**src/rtl/arm_pkg.sv**
```systemverilog
// Shared definitions for the instruction-fetch slice.
// Holds the word width, the bubble instruction encoding, the fetch FSM state type
// and small PC arithmetic helpers used by the fetch unit.
package arm_pkg;

  localparam int unsigned WORD_LENGTH = 32;
  localparam logic [WORD_LENGTH-1:0] NOP_INSTR = 32'h0000_0000;

  typedef enum logic [1:0] {
    StIdle = 2'd0,
    StReq  = 2'd1,
    StWait = 2'd2,
    StHold = 2'd3
  } fetch_state_e;

  // Sequential PC; wraps modulo 2^32.
  function automatic logic [WORD_LENGTH-1:0] pc_next(input logic [WORD_LENGTH-1:0] pc);
    return pc + 32'd4;
  endfunction

  function automatic logic [WORD_LENGTH-1:0] word_align(input logic [WORD_LENGTH-1:0] addr);
    return {addr[WORD_LENGTH-1:2], 2'b00};
  endfunction

endpackage

```
**src/rtl/if_id_register.sv**
```systemverilog
// IF/ID pipeline register.
// Ports:
//   clk_i, rst_ni    clock, asynchronous active-low reset
//   load_i           capture pc_i/instr_i as a valid instruction
//   flush_i          load a bubble (wins over load_i)
//   pc_i, instr_i    incoming fetch result
//   pc_o, instr_o    registered values presented to decode
//   valid_o          instr_o holds a real instruction
// With neither load_i nor flush_i the register holds its contents.
module if_id_register
  import arm_pkg::*;
(
  input  logic                   clk_i,
  input  logic                   rst_ni,
  input  logic                   load_i,
  input  logic                   flush_i,
  input  logic [WORD_LENGTH-1:0] pc_i,
  input  logic [WORD_LENGTH-1:0] instr_i,
  output logic [WORD_LENGTH-1:0] pc_o,
  output logic [WORD_LENGTH-1:0] instr_o,
  output logic                   valid_o
);

  logic [WORD_LENGTH-1:0] pc_q, pc_d;
  logic [WORD_LENGTH-1:0] instr_q, instr_d;
  logic                   valid_q, valid_d;

  always_comb begin
    pc_d    = pc_q;
    instr_d = instr_q;
    valid_d = valid_q;
    if (flush_i) begin
      pc_d    = '0;
      instr_d = NOP_INSTR;
      valid_d = 1'b0;
    end else if (load_i) begin
      pc_d    = pc_i;
      instr_d = instr_i;
      valid_d = 1'b1;
    end
  end

  always_ff @(posedge clk_i or negedge rst_ni) begin
    if (!rst_ni) begin
      pc_q    <= '0;
      instr_q <= NOP_INSTR;
      valid_q <= 1'b0;
    end else begin
      pc_q    <= pc_d;
      instr_q <= instr_d;
      valid_q <= valid_d;
    end
  end

  assign pc_o    = pc_q;
  assign instr_o = instr_q;
  assign valid_o = valid_q;

endmodule

```
**src/rtl/if_fetch_unit.sv**
```systemverilog
// Instruction fetch unit: single-outstanding request/grant/rvalid fetch engine
// feeding the IF/ID register.
// Ports:
//   clk, rst                       clock, asynchronous active-low reset
//   freeze                         decode stall; holds PC and IF/ID
//   branch_taken, branch_addr      one-cycle redirect from EX (wins over freeze)
//   imem_req/addr/gnt/rvalid/rdata instruction-memory port
//   pc_out, instruction_out        IF/ID contents (pc_out is fetch PC + 4)
//   valid_out                      IF/ID holds a real instruction
//   misalign_err                   sticky misaligned-branch flag
// Build option: define IF_MISALIGN_CHECK_EN to flag misaligned branch targets;
// otherwise the target's low two bits are dropped and misalign_err is tied low.
module if_fetch_unit
  import arm_pkg::*;
#(
  parameter logic [WORD_LENGTH-1:0] RESET_PC = 32'h0000_0000
) (
  input  logic                   clk,
  input  logic                   rst,
  input  logic                   freeze,
  input  logic                   branch_taken,
  input  logic [WORD_LENGTH-1:0] branch_addr,
  output logic                   imem_req,
  output logic [WORD_LENGTH-1:0] imem_addr,
  input  logic                   imem_gnt,
  input  logic                   imem_rvalid,
  input  logic [WORD_LENGTH-1:0] imem_rdata,
  output logic [WORD_LENGTH-1:0] pc_out,
  output logic [WORD_LENGTH-1:0] instruction_out,
  output logic                   valid_out,
  output logic                   misalign_err
);

  fetch_state_e           state_q, state_d;
  logic [WORD_LENGTH-1:0] pc_q, pc_d;
  logic [WORD_LENGTH-1:0] hold_pc_q, hold_pc_d;
  logic [WORD_LENGTH-1:0] hold_instr_q, hold_instr_d;
  logic                   kill_q, kill_d;
  logic [WORD_LENGTH-1:0] br_target;
  logic                   ifid_load, ifid_flush;
  logic [WORD_LENGTH-1:0] ifid_pc, ifid_instr;

  assign br_target = word_align(branch_addr);

  always_ff @(posedge clk or negedge rst) begin
    if (!rst) begin
      state_q      <= StIdle;
      pc_q         <= RESET_PC;
      kill_q       <= 1'b0;
      hold_pc_q    <= '0;
      hold_instr_q <= NOP_INSTR;
    end else begin
      state_q      <= state_d;
      pc_q         <= pc_d;
      kill_q       <= kill_d;
      hold_pc_q    <= hold_pc_d;
      hold_instr_q <= hold_instr_d;
    end
  end

  always_comb begin
    state_d      = state_q;
    pc_d         = pc_q;
    kill_d       = kill_q;
    hold_pc_d    = hold_pc_q;
    hold_instr_d = hold_instr_q;
    unique case (state_q)
      StIdle: begin
        state_d = StReq;
        if (branch_taken) pc_d = br_target;
      end
      StReq: begin
        // A grant in a redirect cycle still accepts the old-PC request, so its data must be dropped.
        if (branch_taken) pc_d = br_target;
        if (imem_gnt) begin
          state_d = StWait;
          kill_d  = branch_taken;
        end
      end
      StWait: begin
        if (branch_taken) begin
          pc_d = br_target;
          if (imem_rvalid) begin
            state_d = StReq;
            kill_d  = 1'b0;
          end else begin
            kill_d = 1'b1;
          end
        end else if (imem_rvalid) begin
          state_d = StReq;
          if (kill_q) begin
            kill_d = 1'b0;
          end else if (freeze) begin
            state_d      = StHold;
            hold_pc_d    = pc_next(pc_q);
            hold_instr_d = imem_rdata;
          end else begin
            pc_d = pc_next(pc_q);
          end
        end
      end
      StHold: begin
        if (branch_taken) begin
          pc_d    = br_target;
          state_d = StReq;
        end else if (!freeze) begin
          pc_d    = pc_next(pc_q);
          state_d = StReq;
        end
      end
      default: state_d = StIdle;
    endcase
  end

  always_comb begin
    imem_req   = 1'b0;
    imem_addr  = pc_q;
    ifid_load  = 1'b0;
    ifid_pc    = pc_next(pc_q);
    ifid_instr = imem_rdata;
    unique case (state_q)
      // Redirect drops the request unless the memory grants in the same cycle.
      StReq:  imem_req = !branch_taken || imem_gnt;
      StWait: ifid_load = imem_rvalid && !kill_q && !freeze && !branch_taken;
      StHold: begin
        ifid_load  = !freeze && !branch_taken;
        ifid_pc    = hold_pc_q;
        ifid_instr = hold_instr_q;
      end
      default: ;
    endcase
    // Any unstalled cycle without a new instruction shifts in a bubble.
    ifid_flush = branch_taken || (!freeze && !ifid_load);
  end

  if_id_register u_if_id_register (
    .clk_i   (clk),
    .rst_ni  (rst),
    .load_i  (ifid_load),
    .flush_i (ifid_flush),
    .pc_i    (ifid_pc),
    .instr_i (ifid_instr),
    .pc_o    (pc_out),
    .instr_o (instruction_out),
    .valid_o (valid_out)
  );

`ifdef IF_MISALIGN_CHECK_EN
  logic misalign_q, misalign_d;

  assign misalign_d = misalign_q || (branch_taken && (branch_addr[1:0] != 2'b00));

  always_ff @(posedge clk or negedge rst) begin
    if (!rst) begin
      misalign_q <= 1'b0;
    end else begin
      misalign_q <= misalign_d;
    end
  end

  assign misalign_err = misalign_q;
`else
  logic unused_addr_lsb;
  assign unused_addr_lsb = ^branch_addr[1:0];
  assign misalign_err    = 1'b0;
`endif

endmodule

```
**config.mk**
```make
export PLATFORM = sky130hd
export DESIGN_NAME = if_fetch_unit
export DESIGN_NICKNAME = d
export VERILOG_FILES = /design/src/rtl/arm_pkg.sv /design/src/rtl/if_id_register.sv /design/src/rtl/if_fetch_unit.sv
export SDC_FILE = /design/constraint.sdc
export NUM_CORES = 1
export LEC_CHECK = 0
export ABC_AREA = 1
export CAP_MARGIN = 30
export CORE_MARGIN = 1
export CORE_UTILIZATION = 45
export CTS_BUF_LIST = sky130_fd_sc_hd__clkbuf_8
export CTS_CLUSTER_SIZE = 8
export DETAILED_ROUTE_END_ITERATION = 8
export DONT_BUFFER_PORTS = 1
export SYNTH_ARGS = -nofsm -noshare
export SYNTH_HDL_FRONTEND = slang
export SYNTH_SLANG_ARGS = --single-unit
```
**constraint.sdc**
```tcl
create_clock -name clk -period 3.4 [get_ports clk]
set_clock_uncertainty 0.05 [all_clocks]
set_input_delay 0.51 -clock clk [delete_from_list [all_inputs] [get_ports clk]]
set_output_delay 0.51 -clock clk [all_outputs]
set_load 0.01 [all_outputs]
```
==> summary.md, run 1 <==
| Metric | Value |
|---|---|
| Outcome | finished, violations left |
| Failing checks | negative hold slack |
| CTS clock-pin slew for the worst setup and hold paths | around 90 ps |
| # DRC | 0 |
| Critical path type | reg2reg |
| Hold Vio Cnt, Final | around 160 |
| Number of antenna violations at the first check in global routing | 0 |
| Port bufs | 0 |
| Die area | 0.01806 mm2 |
| Worst Setup End Kind | flop |
| Sequential share of power | 0.478 |
| Cell Count, Final, Fillers Out | about 1300 |
| Top cell by count, worst path | nor2_1 |
| FMAX | between 300 and 400 MHz |
| Setup Viol. Count Final | 0 |
| CTS Sinks | roughly 160 |
| Vias in the first global route | just under 6000 |
| Worst-path cell chain | ha_1, buf_4, nor2_1, nor2_1, nor2_1, nand2_1, inv_2, o21ai_0, o22ai_1 |
| Clk pwr share | 0.208 |
| Post-Syn Instances | between 1000 and 1500 |
| DRT iter0 DRCs | around 410 |
| Synth Area in Compound Gates | 0.1264 |
| Net Switching | 2644 uW |
| Layout area overhead | 5.839% |
| Critical path's top delay family | simple AND/OR/NAND/NOR gates |
| Synthesized area | between 0.007 and 0.008 mm2 |
| Worst-Skew Late Latency | around 450 ps |
| Critical path arrival | approximately 2900 ps |
| Hold slack | -296.9 ps |
| Clock root cell | clkbuf_8 |
| Buf/Inv on CP | 2 |
| Sw Ratio | 0.4225 |
| Measured slew at the worst slew-check pin | between 800 and 900 ps |
| Initial Utilization | 0.4591 |
| Cells after DPL | approximately 1200 |
| Tightest Hold Check Type | in2async |
| Pin count of the biggest net entering global routing | about 160 |
| Adder-cell share of the synthesized area | 0.007933 |
| Crit share post-route | 0.7498 |
| Post-Synth Simple-Gate Area | 0.2691 |
| Part of the Yosys area used for sequential elements | 0.5013 |
| Fin crit period | 2549 ps |
| Final WS setup | 850.7 ps |
| Slowest-stage cell, CP | inv_2 |
| Slew Viols, Final | 0 |
| Synthesis Warnings | 0 |
| Synth top area share | 0.5013 |
| Combinational power share | 0.314 |
| Die span in y | about 130 um |
| Xor/xnor share of the synthesized area | 0.008885 |
| Post-Place Worst Slack | 873.5 ps |
| Critical path peak fanout | 22 |
| Synth area leader | dfrtp_1 |
| Mux contribution to synthesized area | 0.008885 |
| Post-Route WL | slightly below 20000 um |
| Antenna viol nets, final | 0 |
| Reg2Reg Setup Slack | 850 ps |
| Post-CTS Resized | 0 |
| Unrepaired setup endpoints after global routing | no |
| Nets | 1101 |
| TritonRoute pass-1 iters | 5 |
| Setup bufs post-CTS | 0 |
| Worst slew margin | 0.4581 |
| Largest family of logic cells by synthesized area | simple AND/OR/NAND/NOR gates |
| Clock tree buffer depth | 2 |
| Max Cap Viol | 0 |
| Total core area | between 0.015 and 0.02 mm2 |
| Internal Pwr Total | 3614 uW |
| Dpl hpwl | around 13000 um |
| Vias | approximately 6400 |
| Worst path max stage delay | 460 ps |
| Vias/cell | 5.080 |
| Top post-synthesis cells by area | dfrtp_1 (50%), nand2_1 (18%), o21ai_0 (6.4%), nor2_1 (4.7%), inv_1 (3.9%) |
| # IOs | between 150 and 200 |
| Worst IR drop on VDD | between 0.3 and 0.4 mV |
| Routability congestion estimate | 0.8531 |
| Total gr overflow | 0 |
| CTS buffer count | 17 |
| CP required | about 3700 ps |
| TritonCTS clock tree | done |
| Inserted Diodes | 0 |
| CTS H-tree depth | 4 |
| Share of cells above drive strength 1 | 0.06160 |
| First-pass GRT wire length | roughly 32000 um |
| Post-synth cell types | 31 |
| WL/cell | roughly 16 um |
| Total Routing Usage GR | 0.2274 |
| Leak | around 0.0043 uW |
| Die Wd | 134.4 um |
| Critical path launch point type | flop |
| Avg Cell Area, Syn | roughly 7.5 um2 |
| PD cells | between 700 and 800 mW/mm2 |
| Row count | 48 |
| Final TNS setup | 0 ps |
| FF+latch count, synth | about 160 |
## cells by family after synthesis
family / after synthesis
and+or+nand+nor: 536
AOI/OAI and AO/OA: 191
DFF: 158
buffers and inverters: 140
xor gates and xnor gates: 8
muxes: 7
adders and majority gates: 5
other: 1
## Yosys cell counts, drive strengths merged
library cell,n
ha,5
and2,1
conb,1
xnor2,5
a31oi,2
nor2,104
o221ai,1
o21ai,148
buf,29
clkbuf,23
nand2,389
nand3,41
dfrtp,158
a21oi,39
inv,88
o22ai,1
xor2,3
mux2i,7
nand3b,1
## routing by layer
| layer | vias to the layer above | global-route usage | routed length, um |
|---|---|---|---|
| li1 | 3246 | - | - |
| met3 | 15 | 0.06803 | 1516 |
| met4 | 0 | 0.07054 | 257 |
| met1 | 2986 | 0.3142 | 9337 |
| met5 | - | 0 | 0 |
| met2 | 174 | 0.3425 | 8677 |
## cell type report
type,count,area (um2)
clock inverter,15,123.9
sequential,158,3954
multi-input combinational,752,3341
clock buffer,17,234.0
timing repair buffer,9,80.08
inverter,88,332.8
fill,1762,8830
tap,225,281.5
## path summary, 6_finish.rpt
path	startpoint	to	cells past startpoint
worst min register to register	hold_instr_q[30]	hold_instr_q[30]	2
worst max register to register	state_q[0]	imem_addr[5]	9
worst min-delay path	rst	u_if_id_register.instr_o[30]	0
worst max-delay path	state_q[0]	imem_addr[5]	9
min in group clk	imem_rdata[26]	hold_instr_q[26]	2
max in group asynchronous	rst	state_q[1]	0
## power groups by stage
stage | Combinational, uW | Sequential [uW] | Clock, uW
floorplan | 1560 | 2870 | 0
global placement | 1930 | 3020 | 0
detailed placement | 1960 | 3030 | 0
CTS | 1970 | 2990 | 1340
global route | 2270 | 3070 | 1410
finish | 1960 | 2990 | 1300
## state kept, by name, indices dropped and copies added, names as in the netlist
signal,cells
hold_instr_q,32
u_if_id_register.instr_o,32
hold_pc_q,30
imem_addr,30
u_if_id_register.pc_o,30
state_q,2
kill_q,1
u_if_id_register.valid_o,1
## layout by cell type, fill, tap and decap left out, types with 7 or more instances in the layout
master    netlist  layout
buf_4           9       8
inv_1          81      84
mux2i_1         7       7
o21ai_1        38      38
nand3_1        39      39
o21ai_2         9       9
a21oi_1        39      39
nor2_1         98      98
o21ai_0       101     101
dfrtp_1       158     158
clkbuf_8        0      17
nand2_1       387     387
## stage by stage
stage | util | cell area (um2) | power (uW)
floorplan | - | 7901 | 4430
global placement | 0.4651 | 7989 | 4941
detailed placement | 0.4651 | 7989 | 4989
CTS | 0.4859 | 8347 | 6298
global route | 0.4859 | 8347 | 6756
finish | 0.4859 | 8347 | 6258
Note: power is estimated with default switching activity, not from simulation.
==> run 2, diff against run 1 <==
clock period = 2.5 ns   (was 3.4 ns; I/O delays follow)
==> run 2 against run 1 <==
Compared with the run above:
- register-to-register slack worse by 440 ps
- maximum frequency is 22% higher
- utilization is 1.4 points higher
- non-clock buffer count is 20 higher
- highest routed layer unchanged
- clock-buffer cell count is 2 higher
- die area stayed put
- total power is 40% higher
- worst setup slack worse by 440 ps
- critical endpoint is now u_if_id_register.pc_o[6]
- global-route usage is 0.59 points higher
- combinational power is 40% higher
- the run still ends with negative hold slack left
- critical path depth stayed put
- design area is 2.9% higher
==> summary.md, run 2 (synthesized netlist as in run 1, its figures left out) <==
| Metric | Value |
|---|---|
| Crit share post-route | 0.8373 |
| CTS H-tree depth | 4 |
| Inserted Diodes | 0 |
| Max Cap Viol | 0 |
| CTS clock-pin slew for the worst setup and hold paths | around 90 ps |
| TritonCTS clock tree | done |
| First-pass GRT wire length | between 30000 and 40000 um |
| Worst-Skew Late Latency | about 460 ps |
| Combinational power share | 0.314 |
| Leak | between 0.004 and 0.005 uW |
| Row count | 48 |
| Vias/cell | 5.085 |
| Post-Route WL | 20090 um |
| Nets | ~1100 |
| Measured slew at the worst slew-check pin | approximately 700 ps |
| Critical path arrival | around 2400 ps |
| Hold slack | -443.8 ps |
| Commonest non-fill, non-tap cells in the layout | nand2_1 (387), dfrtp_1 (158), o21ai_0 (101) |
| Port bufs | 0 |
| Critical path type | reg2reg |
| Routability congestion estimate | 0.8854 |
| Total Routing Usage GR | 0.2334 |
| Number of antenna violations at the first check in global routing | 0 |
| Antenna viol nets, final | 0 |
| Share of cells above drive strength 1 | 0.06610 |
| Fin crit period | approximately 2100 ps |
| Die area | ~0.018 mm2 |
| Outcome | finished, violations left |
| Pin count of the biggest net entering global routing | around 160 |
| Clk pwr share | 0.221 |
| Tightest Hold Check Type | in2async |
| RR Startpoint | state_q[0] |
| Post-Place Worst Slack | between 400 and 500 ps |
| PD cells | between 1000 and 1500 mW/mm2 |
| # IOs | about 170 |
| Reg2Reg Setup Slack | between 400 and 500 ps |
| Sequential share of power | 0.464 |
| Failing checks | negative hold slack |
| Dpl hpwl | roughly 13000 um |
| Setup bufs post-CTS | 0 |
| Critical path peak fanout | 19 |
| Vias in the first global route | between 6000 and 7000 |
| Critical path launch point type | flop |
| Initial Utilization | 0.4591 |
| Fill cells | 1712 |
| Die Wd | between 100 and 150 um |
| Worst Setup End Kind | flop |
| Worst slew margin | 0.5305 |
| Final WS setup | approximately 410 ps |
| # hold bufs at CTS | 16 |
| Commonest non-fill, non-tap cell in the layout | nand2_1 |
| Unrepaired setup endpoints after global routing | no |
| Internal Pwr Total | between 5000 and 6000 uW |
| Vias | 6529 |
| WL/cell | 15.65 um |
| Hold Vio Cnt, Final | 158 |
| Layout area overhead | 8.948% |
| Slew Viols, Final | 0 |
| Terminus of the critical flop-to-flop path | u_if_id_register.pc_o[6] |
| CP required | about 2800 ps |
| Clock root cell | clkbuf_8 |
| Net Switching | between 3000 and 4000 uW |
| TritonRoute pass-1 iters | 6 |
| FMAX | ~480 MHz |
| Setup Viol. Count Final | 0 |
| CTS Sinks | between 150 and 200 |
| CTS buffer count | 17 |
| # DRC | 0 |
| Sw Ratio | 0.4144 |
| Total gr overflow | 0 |
| Final TNS setup | 0 ps |
| Worst IR drop on VDD | around 0.53 mV |
| Die span in y | roughly 130 um |
| R2R cell count | 9 |
| Total core area | 0.01718 mm2 |
| DRT iter0 DRCs | between 500 and 600 |
| Post-CTS Resized | 0 |
| Clock tree buffer depth | 2 |
==> run 2: cell types whose count changed in the layout (fill, tap and decap cells not counted), sizes merged <==
cell	change
bufinv	+1
clkinvlp	-1
clkbuf	+2
dlygate4sd3	+16
buf	+4
inv	-3
clkinv	+1
==> run 2: layer usage <==
metal | up-vias | wire, um | GRT usage
li1 | 3285 | - | -
met1 | 3031 | 9402 | 0.3227
met2 | 188 | 8954 | 0.3532
met3 | 25 | 1390 | 0.06387
met4 | 0 | 346 | 0.07803
met5 | - | 0 | 0
==> run 2: how the worst max path moves through the flow <==
stage,from,endpoint,slack [ps],cells after the start
after floorplan,imem_addr[2],u_if_id_register.pc_o[12],860,9
after global placement,imem_addr[3],imem_addr[12],460,9
after detailed placement,state_q[0],u_if_id_register.pc_o[6],420,9
after CTS,state_q[0],u_if_id_register.pc_o[6],400,9
after global routing,state_q[0],u_if_id_register.pc_o[6],210,9
final,state_q[0],u_if_id_register.pc_o[6],410,9
==> run 2: area by class of cell <==
| class | count | area, um2 | share of cell area |
|---|---|---|---|
| Clock buffer | 19 | 261.5 | 0.03044 |
| Clock inverter | 13 | 138.9 | 0.01616 |
| Inverter | 88 | 332.8 | 0.03874 |
| Multi-Input combinational cell | 752 | 3341 | 0.3888 |
| Sequential cell | 158 | 3954 | 0.4602 |
| Tap cell | 225 | 281.5 | 0.03277 |
| Timing Repair Buffer | 29 | 282.8 | 0.03291 |
==> run 2: worst max-delay path, stage by stage (launching register included) <==
cell	delay, ps
dfrtp_1	380
ha_1	230
buf_4	260
inv_2	80
o21ai_0	140
nand3_4	310
buf_4	300
a21oi_1	120
o21ai_0	90
nand2_1	70
==> run 2: stage by stage <==
step / instances / util / cell area (um2) / total power, uW
global placement: 1236 / 0.4676 / 8031 / 6762
global route: 1284 / 0.5002 / 8592 / 9458
CTS: 1284 / 0.5002 / 8592 / 8814
finish: 1284 / 0.5002 / 8592 / 8760
detailed placement: 1236 / 0.4676 / 8031 / 6838
floorplan: 1050 / - / 7901 / 6025
==> run 2: power by group through the flow <==
stage          Combinational (uW)  Sequential (uW)  Clock, uW
2_1_floorplan                2120             3900          0
3_3_place_gp                 2670             4090          0
3_5_place_dp                 2720             4120          0
4_1_cts                      2760             4070       1990
5_1_grt                      3200             4170       2090
6_report                     2750             4070       1940
==> run 3, diff against run 2 <==
clock period = 1.7 ns   (was 2.5 ns; I/O delays follow)
==> run 3 against run 2 <==
Compared with the run above:
- the run ends with negative hold slack, negative setup slack left
- register-to-register slack got worse by 500 ps
- critical path type unchanged
- utilization up 13 points
- highest routed layer unchanged
- worst setup slack lost 500 ps
- non-clock buffer count increased by 147
- cell count is 11% higher
- maximum frequency up 17%
- clock-buffer cell count is the same
- design area is 26% higher
- routed wire length is 20% higher
- total power grew 82%
- largest power group is now combinational cells
==> summary.md, run 3 (synthesized netlist as in run 1, its figures left out) <==
| Metric | Value |
|---|---|
| Post-Route WL | approximately 24000 um |
| DR WL met2 | approximately 12000 um |
| Total core area | ~0.017 mm2 |
| Commonest non-fill, non-tap cell in the layout | nand2_1 |
| DR top layer | met4 |
| Worst-Skew Late Latency | about 470 ps |
| Critical path peak fanout | 9 |
| Clock root cell | clkbuf_8 |
| Max Cap Viol | 0 |
| # DRC | 0 |
| # hold bufs at CTS | just over 60 |
| CTS Sinks | about 160 |
| # IOs | 169 |
| Vias/cell | around 5 |
| CP required | a little over 2000 ps |
| Total Routing Usage GR | 0.2562 |
| WL/cell | 16.90 um |
| TritonCTS clock tree | done |
| Total gr overflow | 0 |
| Number of antenna violations at the first check in global routing | 0 |
| Vias in the first global route | a little under 7000 |
| Fill cells | about 1500 |
| Hold slack | -575.8 ps |
| Setup Viol. Count Final | roughly 110 |
| Register area | 0.003958 mm2 |
| Nets | about 1300 |
| Critical path launch point type | flop |
| PD cells | roughly 1500 mW/mm2 |
| Critical path arrival | about 2100 ps |
| Unrepaired setup endpoints after global routing | yes |
| Antenna viol nets, final | 0 |
| Worst IR drop on VDD | 1.033 mV |
| Row count | 48 |
| CTS H-tree depth | 4 |
| Leak | about 0.0053 uW |
| Vias | roughly 7400 |
| Initial Utilization | 0.4591 |
| Commonest non-fill, non-tap cells in the layout | nand2_1 (358), dfrtp_1 (155), inv_1 (78) |
| TritonRoute pass-1 iters | 5 |
| Cell Count, Final, Fillers Out | approximately 1400 |
| Die span in y | 134.4 um |
| Clock tree buffer depth | 2 |
| CTS buffer count | 17 |
| Cells after DPL | 1310 |
| Share of cells above drive strength 1 | 0.2581 |
| Post-DP Area | approximately 0.0087 mm2 |
| Tightest Hold Check Type | in2async |
| Die Wd | roughly 130 um |
| Outcome | finished, violations left |
| Failing checks | negative hold slack, negative setup slack |
| DR WL met3 | 1631 um |
| Slew Viols, Final | 0 |
| CTS clock-pin slew for the worst setup and hold paths | around 90 ps |
| Inserted Diodes | 0 |
| Port bufs | 0 |
| Pin count of the biggest net entering global routing | about 160 |
| Worst Setup End Kind | flop |
| Hold Vio Cnt, Final | approximately 160 |
| Critical path type | reg2reg |
| Fin crit period | between 1500 and 2000 ps |
| Layout area overhead | 37.43% |
| Final Instance Area | 0.01084 mm2 |
| DRT iter0 DRCs | 541 |
| Final WS setup | -94.65 ps |
| Metal-1 WL | about 11000 um |
| Area of the multi-input gates | around 0.0039 mm2 |
| Crit share post-route | 1.056 |
| First-pass GRT wire length | around 36000 um |
| Routability congestion estimate | approximately 0.85 |
| Dpl hpwl | 14400 um |
| Die area | about 0.018 mm2 |
| FMAX | 557.2 MHz |
==> run 3: layout make-up <==
type / instances / share of cell area
flip-flops and latches: 158 / 0.3652
multi-input cells: 752 / 0.3615
repair inverters: 1 / 0.0004618
inverters: 88 / 0.03325
repair buffers: 176 / 0.1752
clock buffers: 19 / 0.02413
well taps: 225 / 0.02598
clock inverters: 11 / 0.01432
==> run 3: final timing paths <==
kind | cells after the start | start | slack [ps] | end
hold / removal | 0 | rst | -580 | u_if_id_register.instr_o[30]
min in group clk | 4 | branch_addr[21] | 20 | imem_addr[21]
setup / recovery | 12 | state_q[0] | -90 | imem_addr[18]
hold reg to reg | 2 | hold_pc_q[9] | 430 | hold_pc_q[9]
max in group asynchronous | 0 | rst | 1880 | imem_addr[9]
setup reg to reg | 12 | state_q[0] | -90 | imem_addr[18]
==> run 3: metrics by stage <==
stage	util	hold slack (ps)	TNS (ps)	worst slack, ps	power, uW
2_1_floorplan	-	-90.59	0	63.05	8860
3_3_place_gp	0.5065	-85.62	-2654	-134.5	11180
3_5_place_dp	0.5065	-86.44	-4473	-129.3	11260
4_1_cts	0.5845	-598.7	-943.6	-49.97	15000
5_1_grt	0.6310	-608.0	-17460	-166.9	16930
6_report	0.6310	-575.8	-4379	-94.65	15920
==> run 3: repair_timing <==
action / CTS / global route
endpoints found under the setup margin: 86 / 139
endpoints found under the hold margin: 236 / 158
buffers inserted: 6 / 10
cloned: 1 / 13
pin swaps: 21 / 37
gates resized for setup: 72 / 172
==> run 3: where the power goes <==
part / internal (uW) / switching, uW / leakage, uW
registers: 4800 / 846 / 0.00204
clock network: 1530 / 1510 / 0.000203
logic: 3110 / 4130 / 0.00307
==> run 3: layer usage <==
layer,vias to the layer above,track usage
met5,-,0
met4,0,0.06742
met3,32,0.07256
met2,230,0.4108
met1,3517,0.3404
li1,3575,-
==> run 3: critical path: stages, from the launching register on <==
cell	delay (ps)
dfrtp_2	450
inv_2	100
ha_4	160
buf_6	110
nand2_4	50
nor2_4	110
nor2_2	50
nand2_2	70
buf_12	160
clkinv_8	70
buf_12	140
nor2_1	90
a21oi_1	50
